`src/rtl/sipo_frame_rx.sv`:
```
// -----------------------------------------------------------------------------
// sipo_frame_rx
//
// Purpose:
//   Serial frame receiver fed by the serial output of an upstream delay line.
//   It waits for a start bit (1) and shifts in DATA_W data bits, LSB first.
//   When PARITY_EN is set it then takes an even-parity bit, and it finishes
//   with a stop bit (0). A good frame is presented in parallel on dout together
//   with a one-cycle dout_valid pulse. A bad frame is discarded and flagged
//   with a one-cycle parity_err or frame_err pulse.
//
// Ports:
//   clk        in   system clock, rising edge
//   rst_n      in   synchronous active-low reset
//   si         in   serial line (idle level 0)
//   en         in   bit strobe; si is consumed only on edges where en=1
//   dout       out  last good received word (held until the next good frame)
//   dout_valid out  one-cycle pulse: dout has just been updated
//   parity_err out  one-cycle pulse: parity mismatch, frame discarded
//   frame_err  out  one-cycle pulse: stop bit was 1, frame discarded
//   busy       out  high whenever the receiver is not idle
// -----------------------------------------------------------------------------
module sipo_frame_rx #(
    parameter int DATA_W    = 8,
    parameter bit PARITY_EN = 1'b1
) (
    input  logic              clk,
    input  logic              rst_n,
    input  logic              si,
    input  logic              en,
    output logic [DATA_W-1:0] dout,
    output logic              dout_valid,
    output logic              parity_err,
    output logic              frame_err,
    output logic              busy
);

    // The counter only has to reach DATA_W-1.
    localparam int CNT_W = $clog2(DATA_W);
    localparam logic [CNT_W-1:0] LAST_BIT = CNT_W'(DATA_W - 1);

    typedef enum logic [2:0] {
        ST_IDLE,
        ST_DATA,
        ST_PARITY,
        ST_STOP,
        ST_RESYNC
    } state_t;

    state_t            state_q, state_d;
    logic [DATA_W-1:0] shift_q, shift_d;
    logic [CNT_W-1:0]  cnt_q, cnt_d;
    logic              par_q, par_d;
    logic [DATA_W-1:0] dout_q, dout_d;
    logic              valid_q, valid_d;
    logic              perr_q, perr_d;
    logic              ferr_q, ferr_d;

    always_comb begin
        // Datapath holds by default. The pulses default to 0, so they clear on
        // every edge whether or not en is high.
        state_d = state_q;
        shift_d = shift_q;
        cnt_d   = cnt_q;
        par_d   = par_q;
        dout_d  = dout_q;
        valid_d = 1'b0;
        perr_d  = 1'b0;
        ferr_d  = 1'b0;

        if (en) begin
            case (state_q)
                ST_IDLE: begin
                    if (si) begin
                        state_d = ST_DATA;
                        cnt_d   = '0;
                        par_d   = 1'b0;
                    end
                end

                ST_DATA: begin
                    // Right shift: the first (LSB) bit ends up at bit 0 once
                    // DATA_W bits have been taken in.
                    shift_d = {si, shift_q[DATA_W-1:1]};
                    par_d   = par_q ^ si;
                    cnt_d   = cnt_q + CNT_W'(1);
                    if (cnt_q == LAST_BIT) begin
                        state_d = PARITY_EN ? ST_PARITY : ST_STOP;
                    end
                end

                ST_PARITY: begin
                    par_d   = par_q ^ si;
                    state_d = ST_STOP;
                end

                ST_STOP: begin
                    if (si) begin
                        // A framing error hides any parity result for this frame.
                        ferr_d  = 1'b1;
                        state_d = ST_RESYNC;
                    end else if (PARITY_EN && par_q) begin
                        perr_d  = 1'b1;
                        state_d = ST_IDLE;
                    end else begin
                        dout_d  = shift_q;
                        valid_d = 1'b1;
                        state_d = ST_IDLE;
                    end
                end

                ST_RESYNC: begin
                    // Wait for the line to drop so that a stuck-high line is
                    // never read as a fresh start bit.
                    if (!si) begin
                        state_d = ST_IDLE;
                    end
                end

                default: begin
                    state_d = ST_IDLE;
                end
            endcase
        end
    end

    always_ff @(posedge clk) begin
        if (!rst_n) begin
            state_q <= ST_IDLE;
            shift_q <= '0;
            cnt_q   <= '0;
            par_q   <= 1'b0;
            dout_q  <= '0;
            valid_q <= 1'b0;
            perr_q  <= 1'b0;
            ferr_q  <= 1'b0;
        end else begin
            state_q <= state_d;
            shift_q <= shift_d;
            cnt_q   <= cnt_d;
            par_q   <= par_d;
            dout_q  <= dout_d;
            valid_q <= valid_d;
            perr_q  <= perr_d;
            ferr_q  <= ferr_d;
        end
    end

    assign dout       = dout_q;
    assign dout_valid = valid_q;
    assign parity_err = perr_q;
    assign frame_err  = ferr_q;
    assign busy       = (state_q != ST_IDLE);

endmodule

```
`config.mk`:
```
export PLATFORM = sky130hd
export DESIGN_NAME = sipo_frame_rx
export DESIGN_NICKNAME = d
export VERILOG_FILES = /design/src/rtl/sipo_frame_rx.sv
export SDC_FILE = /design/constraint.sdc
export NUM_CORES = 1
export LEC_CHECK = 0
export CELL_PAD_IN_SITES_DETAIL_PLACEMENT = 1
export CELL_PAD_IN_SITES_GLOBAL_PLACEMENT = 1
export CORE_UTILIZATION = 36
export DETAILED_ROUTE_END_ITERATION = 8
export PLACE_DENSITY_LB_ADDON = 0.08
export SYNTH_ARGS = -nofsm -noshare
export SYNTH_HDL_FRONTEND = slang
export SYNTH_SLANG_ARGS = --single-unit
```
`constraint.sdc`:
```
create_clock -name clk -period 1.2 [get_ports clk]
set_input_delay 0.18 -clock clk [delete_from_list [all_inputs] [get_ports clk]]
set_output_delay 0.18 -clock clk [all_outputs]
set_load 0.02 [all_outputs]
```
==> results by group <==
Status
  – Status: finished, violations left
  – Failing checks: setup timing

Floorplanning
  – Die width: roughly 59 microns
  – Full die area: roughly 3400 sq um
  – Initial Util: 0.379
  – Die extent in y: about 59 microns
  – Top Ports: 16
  – # rows: 20
  – Core ar.: between 3000 and 4000 sq um

Synth
  – Top cells by area in the synthesized netlist: dfxtp_1 45%, mux2i_1 14%, nand2_1 6.8%
  – Number of flops mapped to enable cells by yosys: 0
  – Register area share after synthesis: 0.450
  – Most used flip-flop cell after synthesis: dfxtp_1
  – Post-synth top cells: 26 x dfxtp_1, 21 x nand2_1, 16 x mux2i_1
  – Unique masters post-synth: 30
  – Syn Area/Cell: roughly 9.6 sq um
  – Syn Nets: 127
  – Area leader, netlist: dfxtp_1
  – Yosys warns: 0
  – Mapped Cells: 120
  – Number of synthesized register bits: 26
  – Count leader, synth: dfxtp_1
  – Fraction of registers with async set/reset: 0
  – Cell Area, Synth: 1160 sq um
  – Top cell type's share of synthesized area: 0.450

Setup path
  – Startpoint types: flop
  – Crit Path Max Fanout: 2
  – Setup crit end kind: output port
  – Crit Path Class: flop to output port
  – Worst path top cell family by delay: simple AND/OR/NAND/NOR gates
  – Critical path's slowest cell: or3_1
  – Critical Path, Cell by Cell: or3_1, buf_6
  – Buf/Inv on CP: 1
  – Required time worst endpoint: 1.02 ns
  – Slowest Stage Delay on Critical Path: between 0.3 and 0.4 ns
  – CP Data Arrival Time: roughly 1.2 ns

Routing
  – DR vias/cell: about 4.8
  – First DRT Iteration DRCs: 14
  – Drt total wl: around 2.4 mm
  – Via Count: between 900 and 1k
  – Post-route ant nets: 0
  – Post-route DRC: 0
  – Avg WL per Cell: between 10 and 15 microns
  – DR pass1 iterations: 4

CTS
  – Clk root buf: clkbuf_4
  – CTS buffer count: 3
  – CTS tree: yes
  – Later-pin clock latency in the skew report: approximately 0.32 ns
  – Hold buffer count at CTS: 0
  – Clk sinks: 26
  – Clk buf depth: 2
  – Reg clk slew, reported paths: between 0.1 and 0.15 ns
  – H-tree levels: 1

Place
  – DP HPWL: 1.68 mm
  – Port-buffer cells: 15
  – GP Congestion: 0.679

GRT
  – M1 GR Usage: 0.209
  – First-pass GRT wire length: roughly 4.3 mm
  – GR Util met3: 0.0264
  – Gr ovfl total: 0
  – Gr busiest metal: met2
  – Largest net degree at the start of global routing: 31
  – Aggregate global-route resource usage: 0.165
  – Antenna violations before repair: 0
  – Vias in the first global route: 954
  – Routing usage on met2: 0.284

STA
  – Hold Fails Final Rpt: 0
  – Min Tclk post-route: 1.34 ns
  – Max_slew headroom: 0.785
  – Final Skew: 0.00578 ns
  – RSZ-0062 raised after global routing: true
  – Peak Freq: between 700 and 800 MHz
  – Worst-Margin Slew: about 0.32 ns
  – Post-layout worst setup margin: -0.142 ns
  – Max Slew Vio Count: 0
  – Final setup fails: 15
  – Final worst-path cycle share: 1.12

Power
  – Clock network power share: 0.366
  – Sw Pwr: 0.331 mW
  – Sw Ratio: 0.205
  – Internal power: ~1.3 mW
  – Total power: around 1.6 mW
  – Largest vdd supply drop: 421 uV
  – Combinational share of power: 0.092
  – Leak: 0.569 nW
  – Flop pwr share: 0.542
  – Power Density: 1060 nW/um^2

Layout
  – Reg area: between 500 and 600 sq um
  – # nets final: 156
  – Final Util: 0.499
  – # diodes: 0
  – Area grow syn2layout: 31.8%
  – Area of the multi-input gates: around 600 sq um
  – Filler instances: 362
  – Layout cells sized above 1: 0.304

Hold path
  – Type of the worst min-delay path: flop to flop

Flow run
  – Max-cap violations: 0
[final timing paths]
| path | startpoint | end | slack, ns | cells past startpoint |
|---|---|---|---|---|
| max | state_q[0]$_SDFFE_PN0P_ | busy | -0.14 | 2 |
| min | par_q$_SDFFE_PN0P_ | dout_valid$_SDFF_PP0_ | 0.46 | 1 |
| max reg2reg | state_q[2]$_SDFFE_PN0P_ | dout[7]$_SDFFE_PN0P_ | -0.07 | 4 |
| min reg2reg | par_q$_SDFFE_PN0P_ | dout_valid$_SDFF_PP0_ | 0.46 | 1 |
[registers in the layout (all words and copies together) (netlist names)]
| signal | cells |
|---|---|
| cnt_q | 3 |
| dout | 8 |
| dout_valid | 1 |
| frame_err | 1 |
| par_q | 1 |
| parity_err | 1 |
| shift_q | 8 |
| state_q | 3 |
[layout by cell type (no fill, tap or decap), types with 2 or more instances in the layout]
master           netlist  routed
a21oi_1                2       2
and4bb_4               1       2
buf_4                  1      12
buf_6                  0       5
clkbuf_2               0       7
clkbuf_4               0       3
clkdlybuf4s15_1        0       2
clkdlybuf4s50_1        0       3
dfxtp_1               26      22
dfxtp_2                0       4
inv_1                  4       4
mux2i_1               16      16
nand2_1               21      21
nand3_2                0       2
nor2_1                 2       2
nor2b_1                8       8
nor3_1                 5       4
o21ai_0                4       2
o21ai_1                3       4
[final cells by class]
type	instances	share of cell area
clock inverter	1	0.0197
inverter	4	0.00985
multi-input combinational	82	0.397
clock buffer	3	0.0148
tap	44	0.0361
sequential	26	0.345
timing repair buffer	32	0.178
[through the flow]
stage / std cells / setup WS (ns) / setup TNS [ns] / hold WS (ns) / instance area, sq um
after floorplan: 120 / 0.0787 / 0 / 0.270 / 1160
final: 192 / -0.142 / -0.736 / 0.455 / 1520
after global placement: 185 / -0.296 / -6.65 / 0.440 / 1410
after global routing: 192 / -0.183 / -1.98 / 0.477 / 1520
after CTS: 190 / -0.166 / -1.28 / 0.475 / 1480
after detailed placement: 185 / -0.355 / -7.50 / 0.455 / 1410
[repair_timing]
| action | CTS | global route |
|---|---|---|
| resized for setup | 24 | 30 |
| setup endpoints to repair | 35 | 36 |
| buffers inserted | 0 | 2 |
| pin swaps | 1 | 7 |
| gates cloned | 1 | 0 |
| endpoints found under the hold margin | 0 | 0 |
[layer usage]
layer / vias up / share of wire
met5: - / 0
met4: 0 / 0.0080
met3: 2 / 0.015
met2: 9 / 0.49
met1: 437 / 0.48
li1: 466 / -
[kinds of logic (layout without fill, tap and decap cells)]
group | Yosys count | after routing | synth area share
buffers and inverters | 13 | 40 | 0.0768
and+or+nand+nor | 47 | 48 | 0.219
xor gates and xnor gates | 1 | 1 | 0.00758
adders and majority gates | 3 | 3 | 0.0325
AOI/OAI and AO/OA | 14 | 14 | 0.0758
muxes | 16 | 16 | 0.139
DFF | 26 | 26 | 0.450
[power by group through the flow]
stage	sequential, mW	clock, mW	combinational, mW
6_report	0.876	0.592	0.149
5_1_grt	0.877	0.646	0.163
4_1_cts	0.876	0.621	0.139
3_5_place_dp	0.894	0	0.135
3_3_place_gp	0.893	0	0.131
2_1_floorplan	0.893	0	0.0799
(Power assumes the default switching activity.)
==> patch, RTL diff (same settings) <==
Set the parameter `PARITY_EN` to 1'b0 (it was 1'b1).
--- a/src/rtl/sipo_frame_rx.sv
+++ b/src/rtl/sipo_frame_rx.sv
@@ -24,3 +24,3 @@
     parameter int DATA_W    = 8,
-    parameter bit PARITY_EN = 1'b1
+    parameter bit PARITY_EN = 1'b0
 ) (
Behaviour: no difference found for any inputs over 10 cycles, from zero or initial values and one cycle with rst_n low; that may be too few to reach the edited logic, so the function may still have changed.
==> patch against the unedited design <==
- the run still ends with negative setup slack left
- synthesized cell count fell by 11%
- wire length rose by 2.1%
- worst setup slack got worse by 0.020 ns
- utilization rose by 2.6 points
- synthesized area fell by 11%
- sequential cell count fell by 2
- first-iteration DRC count fell by 21%
- total power fell by 16%
- design area fell by 11%
- critical endpoint is now cnt_q[2]
- largest cell class unchanged
==> patch: results <==
group,metric,value,unit
final_layout,multi_input_gates,70,
final_layout,fin_nets,142,
sta,fin_ws,-0.162,ns
placed_design,dpl_worst_slack,-0.376,ns
detailed_routing,wl_per_cell,14.7,um
final_layout,seqCellArea,485,um2
sta,setup_tns,-1.42,ns
final_layout,multiInputGateArea,519,um2
final_layout,n_fill_cell,311,
power_and_ir_drop,max-vdd-ir-drop,0.00120,V
global_routing,grtUsageMet2,27.4,%
logic_synthesis,yosysSeqAreaShare,46.9,%
global_routing,gr-usage-met3,5.39,%
final_layout,clk_share,2.67,%
status,status,"complete, but fails checks",
power_and_ir_drop,power.switching,0.308,mW
final_layout,buffers,33,
final_layout,flops_and_latches,24,
power_and_ir_drop,switching_share,22.5,%
final_layout,multi_input_area_share,38.2,%
detailed_routing,drt-total-wl,2420,um
detailed_routing,vias,842,
logic_synthesis,synth.distinct_cells,26,
sta,setup_viol,18,
placed_design,hpwl,1650,um
sta,finClkSkew,0.00371,ns
floorplan,rows,18,
final_layout,layout-drive-gt1-share,35.6,%
worst_setup_path,critPathArrivalTime,1.58,ns
clocking,cts.repair.resized,33,
final_layout,n_clock_buffer,4,
detailed_routing,drtIter0Drc,11,
global_routing,grt.met1_usage,20.7,%
worst_setup_path,crit_fanout,9,
power_and_ir_drop,pwr-share-comb,9.9,%
placed_design,place_congestion,0.844,
status,violations,"negative setup slack",
detailed_routing,m1WireLength,1150,um
logic_synthesis,ys_top_cells_by_count,"dfxtp_1 (24), nand2_1 (19), mux2i_1 (16)",
patch: cell types whose count changed in the layout (fill, tap and decap cells not counted), sizes merged, moves of 2 or more:
cell    delta
o21ai      -4
buf        +2
nor3       -2
dfxtp      -2
nand2      -2
a32o       +2
clkbuf     +2
patch: kinds of logic after synthesis:
group / after synthesis / synth area share [%]
simple gates: 40 / 20.0
flops: 24 / 46.9
other cells: 1 / 0.366
compound gates: 11 / 7.57
fa+ha+maj: 2 / 2.44
buf+inv: 13 / 7.08
mux: 16 / 15.6
patch: worst paths after layout:
check	start	end	slack, ns	depth (start not counted)
max reg2reg	state_q[0]	cnt_q[2]	-0.16	5
min reg2reg	dout[2]	dout[2]	0.47	2
min	dout[2]	dout[2]	0.47	2
max	state_q[0]	cnt_q[2]	-0.16	5
patch: critical path, cell delays in order, from the launching register on:
cell,delay [ns]
dfxtp_2,0.35
buf_4,0.16
and4bb_2,0.26
buf_4,0.14
and2_4,0.15
a32o_1,0.20
